--- src/rtl/pulser_multi_if.sv ---
// Shared start/stop/config bus and per-channel pulse status for pulser_multi.
//   start/stop    : per-channel request strobes, sampled every rising edge
//   mode          : 00 one-shot, 01 burst, 10 continuous, 11 one-shot
//   period/width  : pulse period and high time in clock cycles
//   count         : pulses per burst (0 behaves as 1)
//   out/busy/done : per-channel registered pulse, activity flag, completion strobe
interface pulser_multi_if #(
  parameter int unsigned NCH = 4,
  parameter int unsigned CW  = 24,
  parameter int unsigned BW  = 8
);
  logic [NCH-1:0] start;
  logic [NCH-1:0] stop;
  logic [1:0]     mode;
  logic [CW-1:0]  period;
  logic [CW-1:0]  width;
  logic [BW-1:0]  count;
  logic [NCH-1:0] out;
  logic [NCH-1:0] busy;
  logic [NCH-1:0] done;

  modport master (
    output start, stop, mode, period, width, count,
    input  out, busy, done
  );

  modport slave (
    input  start, stop, mode, period, width, count,
    output out, busy, done
  );
endinterface

--- src/rtl/pulser_multi.sv ---
// Multi-channel pulse generator: NCH independent IDLE/HIGH/LOW channels that
// each latch the shared config at start and emit one-shot, burst or
// continuous pulse trains.
//   clk : rising-edge clock
//   rst : synchronous active-high reset (aborts without a done strobe)
//   bus : pulser_multi_if slave (start/stop/config in, out/busy/done out)
module pulser_multi #(
  parameter int unsigned NCH = 4,
  parameter int unsigned CW  = 24,
  parameter int unsigned BW  = 8
) (
  input  logic           clk,
  input  logic           rst,
  pulser_multi_if.slave  bus
);

  typedef enum logic [1:0] {
    S_IDLE = 2'b00,
    S_HIGH = 2'b01,
    S_LOW  = 2'b10
  } state_e;

  state_e         state_q [NCH];
  state_e         state_d [NCH];
  logic [CW-1:0]  cnt_q   [NCH];   // cycles remaining in the current phase, minus one
  logic [CW-1:0]  cnt_d   [NCH];
  logic [CW-1:0]  hi_q    [NCH];   // latched high time
  logic [CW-1:0]  hi_d    [NCH];
  logic [CW-1:0]  lo_q    [NCH];   // latched low time
  logic [CW-1:0]  lo_d    [NCH];
  logic [BW-1:0]  left_q  [NCH];   // periods still to run, including the current one
  logic [BW-1:0]  left_d  [NCH];
  logic [NCH-1:0] cont_q, cont_d;
  logic [NCH-1:0] out_q,  out_d;
  logic [NCH-1:0] busy_q, busy_d;
  logic [NCH-1:0] done_q, done_d;

  logic [CW-1:0]  hi_c;
  logic [CW-1:0]  lo_c;
  logic [BW-1:0]  left_c;
  logic           cfg_ok_c;

  // High time is clipped to the period so the low time never underflows.
  assign hi_c     = (bus.width < bus.period) ? bus.width : bus.period;
  assign lo_c     = bus.period - hi_c;
  assign cfg_ok_c = (bus.period != '0) && (bus.width != '0);
  assign left_c   = (bus.mode == 2'b01) ? ((bus.count == '0) ? BW'(1) : bus.count)
                                        : BW'(1);

  // Next-state and output logic for every channel.
  always_comb begin
    cont_d = cont_q;
    out_d  = out_q;
    busy_d = busy_q;
    done_d = '0;
    for (int i = 0; i < int'(NCH); i++) begin
      state_d[i] = state_q[i];
      cnt_d[i]   = cnt_q[i];
      hi_d[i]    = hi_q[i];
      lo_d[i]    = lo_q[i];
      left_d[i]  = left_q[i];

      case (state_q[i])
        S_IDLE: begin
          if (bus.start[i] && !bus.stop[i] && cfg_ok_c) begin
            state_d[i] = S_HIGH;
            out_d[i]   = 1'b1;
            busy_d[i]  = 1'b1;
            hi_d[i]    = hi_c;
            lo_d[i]    = lo_c;
            cnt_d[i]   = hi_c - CW'(1);
            left_d[i]  = left_c;
            cont_d[i]  = (bus.mode == 2'b10);
          end
        end
        S_HIGH, S_LOW: begin
          if (bus.stop[i]) begin
            state_d[i] = S_IDLE;
            out_d[i]   = 1'b0;
            busy_d[i]  = 1'b0;
            done_d[i]  = 1'b1;
          end else if (cnt_q[i] != '0) begin
            cnt_d[i] = cnt_q[i] - CW'(1);
          end else if ((state_q[i] == S_HIGH) && (lo_q[i] != '0)) begin
            state_d[i] = S_LOW;
            out_d[i]   = 1'b0;
            cnt_d[i]   = lo_q[i] - CW'(1);
          end else if (cont_q[i] || (left_q[i] > BW'(1))) begin
            // Period boundary with more periods to go: straight back to HIGH.
            if (!cont_q[i]) begin
              left_d[i] = left_q[i] - BW'(1);
            end
            state_d[i] = S_HIGH;
            out_d[i]   = 1'b1;
            cnt_d[i]   = hi_q[i] - CW'(1);
          end else begin
            state_d[i] = S_IDLE;
            out_d[i]   = 1'b0;
            busy_d[i]  = 1'b0;
            done_d[i]  = 1'b1;
          end
        end
        default: begin
          state_d[i] = S_IDLE;
          out_d[i]   = 1'b0;
          busy_d[i]  = 1'b0;
        end
      endcase
    end
  end

  // State and output registers.
  always_ff @(posedge clk) begin
    if (rst) begin
      for (int i = 0; i < int'(NCH); i++) begin
        state_q[i] <= S_IDLE;
        cnt_q[i]   <= '0;
        hi_q[i]    <= '0;
        lo_q[i]    <= '0;
        left_q[i]  <= '0;
      end
      cont_q <= '0;
      out_q  <= '0;
      busy_q <= '0;
      done_q <= '0;
    end else begin
      for (int i = 0; i < int'(NCH); i++) begin
        state_q[i] <= state_d[i];
        cnt_q[i]   <= cnt_d[i];
        hi_q[i]    <= hi_d[i];
        lo_q[i]    <= lo_d[i];
        left_q[i]  <= left_d[i];
      end
      cont_q <= cont_d;
      out_q  <= out_d;
      busy_q <= busy_d;
      done_q <= done_d;
    end
  end

  assign bus.out  = out_q;
  assign bus.busy = busy_q;
  assign bus.done = done_q;

endmodule

--- src/flat_wrapper.sv ---
// flat-port wrapper written by rule: the top's interface ports become plain ports
module pulser_multi_flat 
#(
  parameter int unsigned NCH = 4,
  parameter int unsigned CW  = 24,
  parameter int unsigned BW  = 8
)
  (clk, rst, bus_start, bus_stop, bus_mode, bus_period, bus_width, bus_count, bus_out, bus_busy, bus_done);
  pulser_multi_if #(.NCH(NCH), .CW(CW), .BW(BW)) bus_i ();
  input  logic clk;
  input  logic rst;
  input wire logic [$bits(bus_i.start)-1:0] bus_start;
  input wire logic [$bits(bus_i.stop)-1:0] bus_stop;
  input wire logic [$bits(bus_i.mode)-1:0] bus_mode;
  input wire logic [$bits(bus_i.period)-1:0] bus_period;
  input wire logic [$bits(bus_i.width)-1:0] bus_width;
  input wire logic [$bits(bus_i.count)-1:0] bus_count;
  output wire logic [$bits(bus_i.out)-1:0] bus_out;
  output wire logic [$bits(bus_i.busy)-1:0] bus_busy;
  output wire logic [$bits(bus_i.done)-1:0] bus_done;
  assign bus_i.start = bus_start;
  assign bus_i.stop = bus_stop;
  assign bus_i.mode = bus_mode;
  assign bus_i.period = bus_period;
  assign bus_i.width = bus_width;
  assign bus_i.count = bus_count;
  assign bus_out = bus_i.out;
  assign bus_busy = bus_i.busy;
  assign bus_done = bus_i.done;
  pulser_multi #(.NCH(NCH), .CW(CW), .BW(BW)) u_core (.clk(clk), .rst(rst), .bus(bus_i));
endmodule
--- config.mk ---
export PLATFORM = sky130hd
export DESIGN_NAME = pulser_multi_flat
export DESIGN_NICKNAME = d
export VERILOG_FILES = /design/src/rtl/pulser_multi_if.sv /design/src/rtl/pulser_multi.sv /design/src/flat_wrapper.sv
export SDC_FILE = /design/constraint.sdc
export NUM_CORES = 1
export LEC_CHECK = 0
export ABC_AREA = 0
export CORE_ASPECT_RATIO = 1.2
export CORE_MARGIN = 1.5
export CORE_UTILIZATION = 38
export DETAILED_ROUTE_END_ITERATION = 10
export PLACE_DENSITY_LB_ADDON = 0.2
export REMOVE_ABC_BUFFERS = 1
export SYNTH_ARGS = -nofsm -noshare
export SYNTH_HDL_FRONTEND = slang
export SYNTH_SLANG_ARGS = --single-unit
--- constraint.sdc ---
create_clock -name clk -period 6.05 [get_ports clk]
set_clock_uncertainty 0.2 [all_clocks]
set_input_delay 0.9075 -clock clk [delete_from_list [all_inputs] [get_ports clk]]
set_output_delay 0.9075 -clock clk [all_outputs]
set_load 0.03 [all_outputs]
Word level (Yosys, flattened, before mapping)
Memories as Yosys holds them, arrays and structs flattened.
Cells that the tools add are included.
{"block": "word_totals", "out_inout_bits": 12, "n_memories": 5, "elab_cells": 328, "reg_bits": 16, "ram_bits": 328}
{"name": "u_core.cnt_q", "depth": 4, "width": 24, "read_ports": 4, "rd_ports_with_merged_regs": 0, "write_ports": 4, "line": "pulser_multi.sv:25", "source": "logic [CW-1:0] cnt_q [NCH];"}
{"name": "u_core.hi_q", "depth": 4, "width": 24, "read_ports": 4, "rd_ports_with_merged_regs": 0, "write_ports": 4, "line": "pulser_multi.sv:27", "source": "logic [CW-1:0] hi_q [NCH];"}
{"name": "u_core.lo_q", "depth": 4, "width": 24, "read_ports": 4, "rd_ports_with_merged_regs": 0, "write_ports": 4, "line": "pulser_multi.sv:29", "source": "logic [CW-1:0] lo_q [NCH];"}
{"name": "u_core.left_q", "depth": 4, "width": 8, "read_ports": 4, "rd_ports_with_merged_regs": 0, "write_ports": 4, "line": "pulser_multi.sv:31", "source": "logic [BW-1:0] left_q [NCH];"}
{"name": "u_core.state_q", "depth": 4, "width": 2, "read_ports": 4, "rd_ports_with_merged_regs": 0, "write_ports": 4, "line": "pulser_multi.sv:23", "source": "state_e state_q [NCH];"}
{"block": "op_classes", "n_bitwise": 24, "n_eq_ne": 26, "order_cmp": 5, "add_sub_neg": 18, "n_reduce_logical": 56, "n_mux": 178}
{"operator": "$mux W24", "n": 49}
{"operator": "$sub A24 B1 Y24 const B", "n": 13}
{"operator": "$mux W8", "n": 30}
{"operator": "$reduce_bool A24 Y1", "n": 10}
{"operator": "$pmux W24 S2", "n": 4}
{"operator": "$pmux W8 S2", "n": 4}
{"operator": "$mux W1", "n": 59}
{"operator": "$mux W2", "n": 20}
{"operator": "$ne A3 B3 Y1 const B", "n": 12}
{"operator": "$gt A8 B1 Y1 const B", "n": 4}
{"operator": "$sub A8 B1 Y8 const B", "n": 4}
{"operator": "$lt A24 B24 Y1", "n": 1}
{"operator": "$sub A24 B24 Y24", "n": 1}
{"operator": "$or A1 B1 Y1", "n": 20}
{"operator": "$pmux W1 S2", "n": 8}
{"operator": "$pmux W2 S2", "n": 4}
{"operator": "$reduce_and A2 Y1", "n": 8}
{"operator": "$reduce_and A4 Y1", "n": 4}
{"operator": "$reduce_or A2 Y1", "n": 8}
{"operator": "$logic_and A1 B1 Y1", "n": 13}
{"operator": "$eq A2 B1 Y1 const B", "n": 5}
{"operator": "$eq A2 B2 Y1 const B", "n": 5}
{"operator": "$logic_not A2 Y1", "n": 4}
{"operator": "$logic_not A8 Y1", "n": 1}
{"operator": "other kinds (4)", "n": 16}

Longest topological paths before layout
Gate-level depths: netlist of run 1.
An unclocked memory read counts as a cell.
{"block": "logic_depth", "depth_word": 9, "mapped_depth": 26, "depth_no_buf": 24}

Worst setup path after synthesis of run 1
No wires, ideal clock.
{"block": "synth_timing", "kind": "input-to-reg", "start": "input port bus_period[2]", "end": "memory u_core.lo_q[0][23]", "setup_time_ns": 0.091, "path_slack_ns": -0.122, "stages": 24, "required_time_ns": 5.759, "arrival_time_ns": 5.881, "path_buffers": 3, "path_cell_list": "inv_1 ha_1 a21o_1 a31oi_1 o221ai_1 nor4_1 nor4_1 nor2_1 buf_2 clkbuf_1 clkbuf_1 nor2_1 a21oi_1 ha_1 nor2b_1 o31a_1 o31a_1 o211ai_1 a31oi_1 o41ai_1 nand2b_1 a21boi_0 or3_1 a311oi_1"}
{"item": "start, declared", "line": "flat_wrapper.sv:15", "source": "input wire logic [$bits(bus_i.period)-1:0] bus_period;"}
{"item": "end, declared", "line": "pulser_multi.sv:29"}

==> out/metrics.csv, run 1 <==
stage,metric,value,unit
setup_path,crit-path max FO,5,
finish,# nets final,3126,
routing,WL final,90.6,mm
clock_tree,clk root buf,clkbuf_16,
timing,Slew headroom,0.199,
finish,highest-count cells in the layout ignoring fill and taps,"nand2_1 (350), dfxtp_1 (340), nor2_1 (323)",
floorplan,Initial Util,0.386,
routing,Routed Antenna Nets,0,
yosys,"Distinct cells, synth",89,
power,total power,9.21,mW
yosys,Async SR Flop Fraction,0,
yosys,mean cell area of the mapped netlist,7.57,sq um
setup_path,Required @ worst endpoint,6.35,ns
timing,final slew viol count,0,
setup_path,Crit path max-delay family,simple AND/OR/NAND/NOR gates,
yosys,count of flip-flops with a built-in enable after synthesis,0,
clock_tree,CTS tree,built,
clock_tree,CTS H-Tree Depth,2,
min_path,Worst Hold Class,reg -> reg,
run_status,status,completed,
finish,"most common cell after layout, fill and taps aside",nand2_1,
placed_design,Final GP Congestion,1.01,
timing,final setup fails,0,
grt,pin count of the biggest net entering global routing,174,
timing,part of the cycle the worst path needs,0.958,
power,Leak,9.69,nW
setup_path,WP buf/inv,3,
floorplan,io pins,80,
clock_tree,post-cts resize count,0,
routing,uppermost layer routed,met5,
clock_tree,# clock sinks,340,
grt,first-pass GRT wire length,134,mm
floorplan,Die ar.,57200,sq um
clock_tree,Longest Clk Path Bufs,3,
floorplan,Core Box Area,54900,sq um
finish,post-layout util,0.464,
routing,DRT iter0 DRCs,2191,
routing,met2 WL,40.8,mm
floorplan,die width,219,um
yosys,synthesized netlist cell count,2797,
routing,DR WL/cell,24.2,um
grt,initial antenna violation count,8,
setup_path,endpoint type of the worst setup path,flip-flop,
clock_tree,CTS clock-pin slew for the worst setup and hold paths,0.06,ns
yosys,top_reg_cell synth,dfxtp_1,
grt,gr usage total,0.312,
grt,GRT overflow,0,
setup_path,worst path cell trace,clkdlybuf4s50_1 > inv_1 > ha_1 > a21o_1 > a31oi_1 > o221ai_1 > nor4_1 > nor4_2 > nor2_4 > buf_4 > nor2_1 > a21oi_1 > ha_1 > nand4b_1 > or2_2 > or4_1 > nor2_1 > nand3b_1 > mux2i_1 > nand2_1 > xor2_1 > o211a_1,
timing,RSZ-0062 raised after global routing,false,
floorplan,# rows,94,
timing,FMAX,173,MHz
placed_design,Final HPWL DP,66.2,mm
timing,Final min period,5.80,ns
finish,share of cells above drive strength 1,0.129,
setup_path,slowest CP cell,xor2_1,
floorplan,Die Ht,262,um
yosys,Synth Cell Area,21200,sq um
yosys,Ys Warns,0,
setup_path,worst endpoint data arrival time,6.10,ns
setup_path,critical path type,in -> reg,
routing,WL met1,36.3,mm
timing,Worst Tran Pin Value,1.19,ns
yosys,Yosys reg bits,340,
setup_path,CP max stage delay,0.92,ns
routing,Residual DRC,0,
power,power per cell area,362,nW/um^2
finish,final-layout fill cell count,5471,
power,maximum vdd ir drop,188,uV
timing,Hold Fails Final Rpt,0,
run,Max Cap Viol,0,
routing,DR WL met3,7.10,mm
clock_tree,CTS buffer count,39,
grt,vias in the first global route,21500,
clock_tree,total setup buffers inserted after CTS,0,
routing,Avg Vias per Cell,6.04,
routing,routed via count,22600,
clock_tree,Worst-Skew Late Latency,0.58,ns
setup_path,Worst setup SP type,primary input,
clock_tree,Hold Buf Count CTS,0,
yosys,"Seq/Total Area, Yosys",0.321,
placed_design,PortBufs,79,
finish,Area Growth Syn to Fin,20.3,%
routing,1st-pass router iterations,6,
timing,Hold Slack,0.275,ns
-- synth_stat cells (15+ instances only) --
cell type | n | share of area
nand4_1 | 39 | 0.012
o22ai_1 | 23 | 0.0068
nand3_1 | 81 | 0.019
o21a_1 | 17 | 0.0060
ha_1 | 72 | 0.043
clkbuf_1 | 147 | 0.026
and2_1 | 15 | 0.0044
nand2b_1 | 27 | 0.0080
a32oi_1 | 15 | 0.0062
nor4_1 | 51 | 0.015
a21o_1 | 16 | 0.0057
or4_1 | 19 | 0.0067
inv_1 | 77 | 0.014
nor2_1 | 325 | 0.058
a211oi_1 | 157 | 0.056
and3_1 | 40 | 0.012
nor3_1 | 78 | 0.018
dfxtp_1 | 340 | 0.32
or3_1 | 21 | 0.0062
xnor2_1 | 91 | 0.038
o211ai_1 | 23 | 0.0082
a21oi_1 | 285 | 0.067
xor2_1 | 31 | 0.013
a311o_1 | 18 | 0.0085
mux2i_1 | 59 | 0.028
nand2_1 | 350 | 0.062
a31oi_1 | 27 | 0.0080
o21ai_0 | 100 | 0.024
-- flip-flops by register name (all words and copies together) (netlist names) --
signal / count
u_core.hi_q: 96
u_core.bus.busy: 4
u_core.cont_q: 4
u_core.bus.done: 4
u_core.state_q: 8
u_core.left_q: 32
u_core.lo_q: 96
u_core.cnt_q: 96
-- per-stage QoR --
step	area [sq um]	setup TNS [ns]	worst slack, ns	std cells
2_1_floorplan	20500	-99.06	-1.50	2619
3_3_place_gp	24100	-4.64	-0.240	3664
3_5_place_dp	24100	-7.76	-0.323	3664
4_1_cts	25500	0	0.259	3736
5_1_grt	25500	0	0.00727	3736
6_report	25500	0	0.254	3740
-- power breakdown --
part / leakage (nW) / internal (mW) / switching [mW]
Combinational: 6.22 / 1.42 / 2.48
Sequential: 2.79 / 2.51 / 0.277
Clock: 0.680 / 1.48 / 1.03
-- logic make-up after synthesis --
| logic type | share of synthesized area |
|---|---|
| DFF | 0.321 |
| xor gates and xnor gates | 0.0504 |
| muxes | 0.0332 |
| buffers and inverters | 0.0481 |
| AOI/OAI and AO/OA | 0.249 |
| adders and majority gates | 0.0435 |
| and+or+nand+nor | 0.254 |
-- metal layers --
| metal | vias to the layer above | track usage |
|---|---|---|
| met5 | - | 0 |
| met4 | 14 | 0.207 |
| met3 | 284 | 0.0662 |
| met2 | 993 | 0.498 |
| met1 | 10800 | 0.379 |
| li1 | 10600 | - |
-- worst min-delay path: cells and delay by family (launching register included) --
family / cells / cell delay, ns
DFF: 1 / 0.32
and+or+nand+nor: 1 / 0.06
AOI/OAI and AO/OA: 1 / 0.05
-- layout make-up --
class	count	area, sq um	area share
antenna	4	10.0	0.000393
clock buffer	58	1220	0.0478
clock inverter	14	141	0.00555
inverter	78	293	0.0115
multi-input combinational	2201	13400	0.528
sequential	340	6810	0.267
tap	720	901	0.0353
timing repair buffer	325	2670	0.105
-- worst paths after layout --
kind	slack, ns	depth (start not counted)	end	from
min reg2reg	0.28	2	u_core.state_q[3][1]	u_core.state_q[3][1]
min	0.28	2	u_core.state_q[3][1]	u_core.state_q[3][1]
max reg2reg	1.41	14	u_core.cnt_q[1][20]	u_core.state_q[1][0]
max	0.25	22	u_core.cnt_q[0][20]	bus_period[2]
Note: power is estimated with default switching activity, not from simulation.
==> run 2, diff against run 1 <==
--- a/config.mk
+++ b/config.mk
@@ -12,6 +12,7 @@
 export DETAILED_ROUTE_END_ITERATION = 10
 export PLACE_DENSITY_LB_ADDON = 0.2
 export REMOVE_ABC_BUFFERS = 1
+export SKIP_CTS_REPAIR_TIMING = 1
 export SYNTH_ARGS = -nofsm -noshare
 export SYNTH_HDL_FRONTEND = slang
 export SYNTH_SLANG_ARGS = --single-unit
==> constraint.sdc (replaced) <==
create_clock -name clk -period 6.8 [get_ports clk]
set_clock_uncertainty 0.2 [all_clocks]
set_input_delay 1.02 -clock clk [delete_from_list [all_inputs] [get_ports clk]]
set_output_delay 1.02 -clock clk [all_outputs]
set_load 0.03 [all_outputs]
==> out/metrics.csv, run 2 (synthesis gave the netlist of run 1 again) <==
stage,metric,value,unit,change
setup_path,reg2reg start,u_core.state_q[1][0],,
placed_design,Final GP Congestion,0.981,,-3.3%
timing,Hold Fails Final Rpt,0,,unchanged
timing,setup ws final,0.619,ns,+0.364 ns
timing,final slew viol count,0,,unchanged
power,power per cell area,329,nW/um^2,-9.0%
setup_path,crit-path max FO,7,,+2
floorplan,Core Box Area,54900,sq um,unchanged
floorplan,die width,219,um,unchanged
power,Comb pwr share,0.418,,-0.006
routing,Residual DRC,0,,unchanged
routing,Avg Vias per Cell,6.16,,+1.9%
finish,area of the multi-input gates,13400,sq um,-0.14%
floorplan,Die Ht,262,um,unchanged
floorplan,Die ar.,57200,sq um,unchanged
power,Leak,9.03,nW,-6.8%
power,sequential share of power,0.308,,+0.005
floorplan,Initial Util,0.386,,unchanged
power,Sw Pwr,3.35,mW,-12%
floorplan,io pins,80,,unchanged
setup_path,WP buf/inv,3,,unchanged
routing,Routed Antenna Nets,0,,unchanged
timing,Worst Tran Pin Value,1.30,ns,+0.106 ns
routing,1st-pass router iterations,6,,unchanged
clock_tree,clk root buf,clkbuf_16,,
setup_path,CP Depth,22,,unchanged
timing,RSZ-0062 raised after global routing,false,,
finish,"most common cell after layout, fill and taps aside",nand2_1,,
grt,vias in the first global route,20900,,-2.6%
grt,pin count of the biggest net entering global routing,148,,-15%
power,total power,8.04,mW,-13%
clock_tree,# clock sinks,340,,unchanged
setup_path,worst endpoint data arrival time,6.48,ns,+0.38 ns
timing,FMAX,162,MHz,
finish,Area Growth Syn to Fin,15.4,%,
clock_tree,CTS clock-pin slew for the worst setup and hold paths,0.06,ns,about the same
timing,final setup fails,0,,unchanged
placed_design,Final HPWL DP,64.6,mm,-2.4%
clock_tree,Longest Clk Path Bufs,3,,unchanged
min_path,Worst Hold Class,reg -> reg,,
run,Max Cap Viol,0,,unchanged
grt,gr usage total,0.310,,-0.00204
timing,Hold Slack,0.274,ns,-0.00136 ns
setup_path,CP max stage delay,0.79,ns,-0.13 ns
finish,share of cells above drive strength 1,0.0867,,-0.0426
placed_design,"worst slack, placed",0.0853,ns,+0.408 ns
timing,part of the cycle the worst path needs,0.909,,
min_path,hold_sp,u_core.state_q[3][1],,
power,Switching Share,0.416,,+0.00436
setup_path,endpoint type of the worst setup path,flip-flop,,
setup_path,Worst setup SP type,primary input,,
grt,GRT overflow,0,,unchanged
floorplan,# rows,94,,unchanged
power,share of power burned in the clock network,0.274,,about the same
routing,WL final,90.6,mm,about the same
run_status,status,completed,,
clock_tree,Worst-Skew Late Latency,0.57,ns,about the same
power,maximum vdd ir drop,167,uV,-11%
finish,final-layout fill cell count,5525,,+0.99%
finish,highest-count cells in the layout ignoring fill and taps,"nand2_1 (350), dfxtp_1 (340), nor2_1 (323)",,
routing,DRT iter0 DRCs,2518,,+15%
finish,# nets final,2998,,-4.1%
clock_tree,CTS H-Tree Depth,2,,unchanged
setup_path,Required @ worst endpoint,7.10,ns,+0.75 ns
power,Internal Power,4.70,mW,-13%
setup_path,slowest CP cell,xor2_1,,
finish,biggest regs,"u_core.cnt_q (96), u_core.hi_q (96), u_core.lo_q (96)",,
setup_path,critical path type,in -> reg,,
setup_path,Crit path max-delay family,simple AND/OR/NAND/NOR gates,,
routing,routed via count,22200,,-1.7%
grt,first-pass GRT wire length,133,mm,-0.82%
routing,DR WL/cell,25.1,um,+3.7%
setup_path,R2R depth,12,,-2
setup_path,worst path cell trace,clkdlybuf4s50_1 > inv_1 > ha_1 > a21o_1 > a31oi_1 > o221ai_1 > nor4_1 > nor4_1 > nor2_4 > nor2_1 > a21oi_1 > ha_1 > nand4b_1 > or2_2 > or4_1 > nor2_1 > nand3b_1 > mux2i_1 > nand2_1 > xor2_1 > buf_4 > o211a_1,,
placed_design,PortBufs,79,,unchanged
finish,Storage cell area,6810,sq um,unchanged
clock_tree,CTS buffer count,38,,-2.6%
finish,post-layout util,0.445,,-0.0190
clock_tree,CTS tree,built,,
timing,Final min period,6.18,ns,
timing,Slew headroom,0.126,,-0.0728
setup_path,R2R Setup Slk,2.06,ns,+0.65 ns
grt,initial antenna violation count,9,,+1
min_path,Hold Crit Depth,2,,unchanged
setup_path,CP Launch Point,bus_period[2],,
-- run 2: per-stage QoR --
step	cell area [sq um]	TNS [ns]	std cells
after CTS	24400	0	3604
after global placement	23100	0	3537
after global routing	24400	0	3604
final	24400	0	3606
after detailed placement	23100	0	3537
after floorplan	20500	-33.59	2619
-- run 2: metal layers --
layer | part of all wire | vias up | track usage
met5 | 0.0016 | - | 0
met4 | 0.070 | 14 | 0.190
met2 | 0.45 | 1023 | 0.502
li1 | - | 10300 | -
met1 | 0.40 | 10600 | 0.378
met3 | 0.081 | 289 | 0.0634
-- run 2: worst paths after layout --
kind,endpoint
worst min register to register,u_core.state_q[3][1]
worst min-delay path,u_core.state_q[3][1]
worst max register to register,u_core.cnt_q[1][20]
worst max-delay path,u_core.cnt_q[1][20]
-- run 2: final cells by class --
type	count	area share
Antenna cell	2	0.000205
Clock buffer	56	0.0462
Clock inverter	11	0.00676
Inverter	78	0.0120
Multi-Input combinational cell	2201	0.549
Sequential cell	340	0.278
Tap cell	720	0.0369
Timing Repair Buffer	198	0.0701
-- run 2: power groups by stage --
stage | logic, mW | clock network (mW) | registers, mW
6_report | 3.36 | 2.21 | 2.48
5_1_grt | 3.58 | 2.31 | 2.50
4_1_cts | 3.28 | 2.24 | 2.47
3_5_place_dp | 3.26 | 0 | 2.51
3_3_place_gp | 3.23 | 0 | 2.50
2_1_floorplan | 2.00 | 0 | 2.44
-- run 2: worst register-to-register path, stage by stage, from the launching register on --
cell      delay [ns]
dfxtp_1         0.41
ha_1            0.72
o221ai_1        0.27
a21oi_1         0.25
ha_1            0.22
nand2b_1        0.08
a311oi_1        0.46
nand4_1         0.32
nor4_1          1.02
nand3_1         0.19
xor2_1          0.20
nand3_1         0.09
o211a_1         0.17
==> run 3, diff against run 2 <==
--- a/config.mk
+++ b/config.mk
@@ -5,11 +5,12 @@
 export SDC_FILE = /design/constraint.sdc
 export NUM_CORES = 1
 export LEC_CHECK = 0
-export ABC_AREA = 0
+export ABC_AREA = 1
 export CORE_ASPECT_RATIO = 1.2
 export CORE_MARGIN = 1.5
 export CORE_UTILIZATION = 38
 export DETAILED_ROUTE_END_ITERATION = 10
+export DONT_BUFFER_PORTS = 1
 export PLACE_DENSITY_LB_ADDON = 0.2
 export REMOVE_ABC_BUFFERS = 1
 export SKIP_CTS_REPAIR_TIMING = 1
==> out/metrics.csv, run 3 <==
stage,metric,value,unit,change
run_status,status,completed,,
grt,GRT overflow,0,,unchanged
yosys,mean cell area of the mapped netlist,6.12,sq um,-19%
routing,Avg Vias per Cell,5.38,,-13%
clock_tree,CTS tree,built,,
finish,# nets final,3821,,+27%
placed_design,"worst slack, placed",0.936,ns,+0.851 ns
setup_path,worst endpoint data arrival time,5.58,ns,-0.90 ns
placed_design,Final HPWL DP,65.3,mm,+1.1%
clock_tree,# clock sinks,340,,unchanged
finish,Area Growth Syn to Fin,8.87,%,
timing,final slew viol count,0,,unchanged
timing,Worst Tran Pin Value,1.20,ns,-0.100 ns
finish,"most common cell after layout, fill and taps aside",nand2_1,,
timing,Final min period,5.28,ns,-0.899 ns
setup_path,Required @ worst endpoint,7.10,ns,about the same
power,Comb pwr share,0.520,,+0.102
clock_tree,CTS buffer count,41,,+7.9%
routing,routed via count,24300,,+9.4%
setup_path,Worst setup SP type,primary input,,
routing,DRT iter0 DRCs,2382,,-5.4%
routing,Residual DRC,0,,unchanged
power,Leak,12.3,nW,+36%
routing,WL final,89.8,mm,-0.85%
yosys,Synth area leaders,"dfxtp_1 (30%), nand2_1 (14%), inv_1 (8.9%)",,
timing,RSZ-0062 raised after global routing,false,,
finish,biggest regs,"u_core.cnt_q (96), u_core.hi_q (96), u_core.lo_q (96)",,
grt,initial antenna violation count,9,,unchanged
timing,Hold Fails Final Rpt,0,,unchanged
floorplan,# rows,98,,+4.3%
timing,setup_tns,0,ns,unchanged
timing,part of the cycle the worst path needs,0.777,,-0.132
run,Max Cap Viol,0,,unchanged
timing,final setup fails,0,,unchanged
clock_tree,Worst-Skew Late Latency,0.59,ns,+0.02 ns
yosys,Async SR Flop Fraction,0,,unchanged
finish,final-layout fill cell count,6727,,+22%
finish,share of cells above drive strength 1,0.0577,,-0.0290
floorplan,Die Ht,273,um,+4.3%
placed_design,PortBufs,0,,-100%
routing,Routed Antenna Nets,0,,unchanged
yosys,Yosys reg bits,340,,unchanged
power,Switching Share,0.489,,+0.0733
yosys,top cells by instance count after synthesis,"nand2_1 (875), inv_1 (548), nand3_1 (379)",,
yosys,Ys Warns,0,,unchanged
yosys,top-area cell type share of the netlist area,0.295,,-0.0262
setup_path,critical path type,in -> reg,,
timing,FMAX,189,MHz,+17%
clock_tree,clk root buf,clkbuf_16,,
finish,post-layout util,0.420,,-0.0255
clock_tree,CTS H-Tree Depth,2,,unchanged
floorplan,die width,228,um,+4.3%
routing,DR WL/cell,19.9,um,-21%
finish,Final Instance Area,25100,sq um,+2.7%
timing,Slew headroom,0.198,,+0.0719
power,share of power burned in the clock network,0.217,,-0.057
yosys,post-synth top area cell,dfxtp_1,,
floorplan,Die ar.,62200,sq um,+8.8%
finish,highest-count cells in the layout ignoring fill and taps,"nand2_1 (875), inv_1 (547), nand3_1 (379)",,
clock_tree,CTS clock-pin slew for the worst setup and hold paths,0.06,ns,about the same
grt,first-pass GRT wire length,135,mm,+1.8%
yosys,"Distinct cells, synth",49,,-45%
floorplan,Core Box Area,59800,sq um,+8.9%
placed_design,Final GP Congestion,0.957,,-2.4%
min_path,Worst Hold Class,reg -> reg,,
yosys,synthesized netlist cell count,3765,,+35%
yosys,top_reg_cell synth,dfxtp_1,,
placed_design,"Cell Area, Placed",23700,sq um,+2.6%
yosys,"count leader, synth",nand2_1,,
yosys,count of flip-flops with a built-in enable after synthesis,0,,unchanged
setup_path,endpoint type of the worst setup path,flip-flop,,
grt,vias in the first global route,22400,,+7.3%
grt,pin count of the biggest net entering global routing,146,,-1.4%
clock_tree,Longest Clk Path Bufs,3,,unchanged
power,Internal Power,5.30,mW,+13%
grt,gr usage total,0.283,,-0.0270
floorplan,Initial Util,0.385,,about the same
power,total power,10.4,mW,+29%
power,power per cell area,413,nW/um^2,+26%
power,maximum vdd ir drop,246,uV,+47%
yosys,"Seq/Total Area, Yosys",0.295,,-0.0262
timing,setup ws final,1.52,ns,+0.899 ns
floorplan,io pins,80,,unchanged
power,sequential share of power,0.263,,-0.045
yosys,Synth Cell Area,23100,sq um,+8.9%
power,Sw Pwr,5.08,mW,+52%
routing,1st-pass router iterations,5,,-1
setup_path,crit-path max FO,41,,+34
[run 3: cell types whose count changed after synthesis, moves of 69 or more]
cell	before	now
a211oi_1	157	17
o21ai_0	100	283
nand2_1	350	875
nand3_1	81	379
inv_1	77	548
xnor2_1	91	22
[run 3: cell families (layout without fill, tap and decap cells)]
family	count (synthesis)	after routing	synth area share
flops	340	340	0.295
compound gates	742	742	0.176
simple gates	1803	1803	0.337
xor+xnor	70	70	0.0279
buf+inv	737	683	0.125
other cells	0	2	0
fa+ha+maj	73	73	0.0399
[run 3: cell type report]
| cell class | instances | area, sq um | area share |
|---|---|---|---|
| Antenna cell | 2 | 5.00 | 0.000199 |
| Tap cell | 800 | 1000 | 0.0399 |
| Clock buffer | 50 | 1110 | 0.0442 |
| Sequential cell | 340 | 6810 | 0.271 |
| Clock inverter | 24 | 251 | 0.0100 |
| Inverter | 565 | 2130 | 0.0847 |
| Timing Repair Buffer | 44 | 330 | 0.0132 |
| Multi-Input combinational cell | 2688 | 13500 | 0.537 |
[run 3: layer usage]
layer  GRT usage  wire (um)  vias to the layer above
li1            -          -                    12000
met1       0.370      38100                    11200
met2       0.442      39000                      937
met3      0.0393       6590                      190
met4       0.175       6090                        2
met5           0         13                        -
[run 3: critical path, cell delays in order]
cell and delay, ns:
inv_1 0.03, ha_1 0.30, nand2_1 0.09, inv_2 0.06, nand2_2 0.05, nor2_2 0.15
nand2_1 0.13, nor2_2 0.17, nor2_4 0.06, nand2_4 0.34, nand2_1 0.12, o21ai_2 0.14
ha_1 0.20, inv_1 0.06, fa_1 0.41, nand3_1 0.10, nand2_1 0.08, a21oi_1 0.34
o21ai_0 0.25, a21oi_1 0.28, o21ai_0 0.17, a21boi_0 0.31, o21ai_0 0.15, xnor2_1 0.36
nand2_1 0.09, nand2_1 0.08, inv_1 0.04
[run 3: worst paths after layout]
check,start,cells past startpoint,slack (ns),end
worst max register to register,u_core.state_q[0][0],15,2.53,u_core.cnt_q[0][16]
worst min-delay path,u_core.cnt_q[1][22],2,0.26,u_core.cnt_q[1][22]
worst min register to register,u_core.cnt_q[1][22],2,0.26,u_core.cnt_q[1][22]
worst max-delay path,bus_period[23],27,1.52,u_core.lo_q[3][20]
[run 3: through the flow]
step / hold WS (ns) / instances
floorplan: 0.239 / 3593
global placement: 0.254 / 4437
detailed placement: 0.256 / 4437
CTS: 0.265 / 4511
global route: 0.278 / 4511
finish: 0.264 / 4513
[run 3: power groups by stage]
stage	combinational [mW]	clock (mW)	sequential [mW]
6_report	5.40	2.25	2.73
5_1_grt	5.99	2.37	2.77
4_1_cts	5.31	2.28	2.72
3_5_place_dp	5.29	0	2.76
3_3_place_gp	5.29	0	2.76
2_1_floorplan	3.65	0	2.67
==> patch, RTL diff (flow settings as in run 2) <==
`BW` is set to 8 in 3 places; all go to 9.
--- a/src/rtl/pulser_multi_if.sv
+++ b/src/rtl/pulser_multi_if.sv
@@ -7,7 +7,7 @@
 interface pulser_multi_if #(
   parameter int unsigned NCH = 4,
   parameter int unsigned CW  = 24,
-  parameter int unsigned BW  = 8
+  parameter int unsigned BW  = 9
 );
   logic [NCH-1:0] start;
   logic [NCH-1:0] stop;
--- a/src/rtl/pulser_multi.sv
+++ b/src/rtl/pulser_multi.sv
@@ -7,7 +7,7 @@
 module pulser_multi #(
   parameter int unsigned NCH = 4,
   parameter int unsigned CW  = 24,
-  parameter int unsigned BW  = 8
+  parameter int unsigned BW  = 9
 ) (
   input  logic           clk,
   input  logic           rst,
--- a/src/flat_wrapper.sv
+++ b/src/flat_wrapper.sv
@@ -3,7 +3,7 @@
 #(
   parameter int unsigned NCH = 4,
   parameter int unsigned CW  = 24,
-  parameter int unsigned BW  = 8
+  parameter int unsigned BW  = 9
 )
   (clk, rst, bus_start, bus_stop, bus_mode, bus_period, bus_width, bus_count, bus_out, bus_busy, bus_done);
   pulser_multi_if #(.NCH(NCH), .CW(CW), .BW(BW)) bus_i ();
Ports: changed (resized bus_count); port bits go from 80 to 81. The function was not compared with the original's and may differ.
==> patch against run 2 <==
  * Critical path depth decreased by 3
  * Power fell by 3.8%
  * Routed wire length down 10%
  * Cell count decreased by 2.7%
  * Combinational power fell by 10%
  * Highest routed layer unchanged
  * Worst setup slack worse by 0.020 ns
  * Sequential cell count up 4
  * Final area rose by 0.14%
  * Synthesized area grew 0.47%
==> patch: results (changes against run 2) <==
[global_route]
first_global_vias = 19700  ; -5.9%
grt_pass1_wl_mm = 122  ; -8.3%
antenna_found_initial = 1  ; -8
grt_max_degree = 152  ; +2.7%
grtUsageTotal_pct = 27.7  ; -3.3 points

[placement]
gp_congestion = 0.927  ; -5.5%
pre_cts_slack_ns = 0.0761  ; -0.00915 ns
port_buffers = 80  ; +1.3%
place_area_mm2 = 0.0231  ; -0.15%
dp_hpwl_mm = 58.0  ; -10%

[setup_path]
worst_ep_arrival_time_ns = 6.49  ; about the same
cp_slowest_cell = o21ai_0
r2r_slack_ns = 1.44  ; -0.62 ns
cp_max_fo = 12  ; +5
critPathMaxStageDelay_ns = 0.78
reg2reg_from = u_core.lo_q[3][23]$_SDFFE_PP0P_
crit_path_start = bus_period[20]

[layout]
nNetsFinal = 2889  ; -3.6%
drive_gt1_share_pct = 9.23  ; +0.56 points
largestRegisters = u_core.cnt_q (96), u_core.hi_q (96), u_core.lo_q (96)
fin_util_pct = 44.5  ; about the same
nFillCells = 5478  ; -0.85%

[synthesis]
synth_ff_type = dfxtp_1
synth_area_leaders = dfxtp_1 32%, nor2_1 6.8%, a211oi_1 6.7%
ys.warnings.count = 0  ; unchanged
ys_types = 94  ; +5.6%
ys_seq_area_share_pct = 32.4  ; +0.23 points
synthArstFlopShare_pct = 0  ; unchanged
yosys-top-cells-count = 384 x nor2_1, 344 x dfxtp_1, 231 x nand2_1

[route]
drtPass1Iterations = 5  ; -1
drt_iter0_drc = 1885  ; -25%
viasPerCell = 6.01  ; -2.4%
routedWlPerCell_um = 23.2  ; -7.8%

[outcome]
status = finished, final reports clean

[clock_tree]
clock-root-buffer = clkbuf_16
path_clk_slew_ns = 0.06  ; about the same
insertion_delay_ns = 0.61  ; +0.04 ns
clk_path_buf_depth = 3  ; unchanged
cts_buffers = 40  ; +5.3%
htreeDepth = 2  ; unchanged

[pwr]
vdd_drop_max_mv = 0.236  ; +42%
leakage_nw = 9.24  ; +2.4%

[worst_hold_path]
hp-class = register to register
min-delay-start = u_core.lo_q[1][4]$_SDFFE_PP0P_

[sta]
tightest_slew_ns = 1.21  ; -0.0921 ns
max_freq_mhz = 161  ; -0.33%

## patch: cell types whose count changed after synthesis, moves of 21 or more
| cell | change |
|---|---|
| nand2_1 | -119 |
| a21oi_1 | -108 |
| nor2_1 | +59 |
| o21bai_1 | +40 |
| mux2i_1 | +39 |
| a211oi_1 | +33 |
| and3_1 | -32 |
| nand3_1 | -32 |
| mux2_2 | +22 |
| nor4_1 | +21 |
## patch: cell type report
| type | instances | area share [%] |
|---|---|---|
| Antenna cell | 2 | 0.0204 |
| Clock buffer | 60 | 4.76 |
| Clock inverter | 14 | 0.813 |
| Inverter | 82 | 1.26 |
| Multi-Input combinational cell | 2109 | 55.0 |
| Sequential cell | 344 | 28.1 |
| Tap cell | 720 | 3.68 |
| Timing Repair Buffer | 176 | 6.34 |
## patch: power breakdown
group | leakage, nW | switching (W) | internal, W
Sequential | 2.83 | 0.000206 | 0.00226
Clock | 0.669 | 0.000938 | 0.00131
Combinational | 5.75 | 0.00194 | 0.00108
Total | 9.24 | 0.00308 | 0.00466
## patch: layer usage
layer,track usage [%],part of all wire (%),vias up,wire [um]
met4,15.4,6.2,2,5020
met5,0,0.016,-,13
met3,4.15,6.0,178,4840
met1,36.3,43,10100,34700
met2,43.4,45,758,36600
li1,-,-,10000,-
## patch: final timing paths
path / end / cells after the start
worst max-delay path: u_core.lo_q[2][17]$_SDFFE_PP0P_ / 19
worst min-delay path: u_core.lo_q[1][4]$_SDFFE_PP0P_ / 2
worst min register to register: u_core.lo_q[1][4]$_SDFFE_PP0P_ / 2
worst max register to register: u_core.cnt_q[3][20]$_SDFFE_PP0P_ / 14
## patch: logic make-up after synthesis
| kind of cell | after synthesis | share of synthesized area [%] |
|---|---|---|
| simple gates | 1008 | 22.2 |
| flops | 344 | 32.4 |
| buf+inv | 258 | 4.86 |
| xor+xnor | 108 | 4.45 |
| mux | 129 | 6.25 |
| fa+ha+maj | 68 | 4.02 |
| compound gates | 796 | 25.9 |
## patch: through the flow
stage               instances  hold slack, ns  total power, W
finish                   3507           0.272         0.00774
floorplan                2535           0.236         0.00436
global route             3505           0.294         0.00812
global placement         3431           0.255         0.00542
detailed placement       3431           0.263         0.00547
CTS                      3505           0.273         0.00772
## patch: critical path, delay by kind of cell
family	cells	cell delay, ns
AO/OA/AOI/OAI	10	2.70
AND/OR/NAND/NOR	4	1.32
buffers and inverters	3	0.87
adder cells (fa/ha/maj)	2	0.55
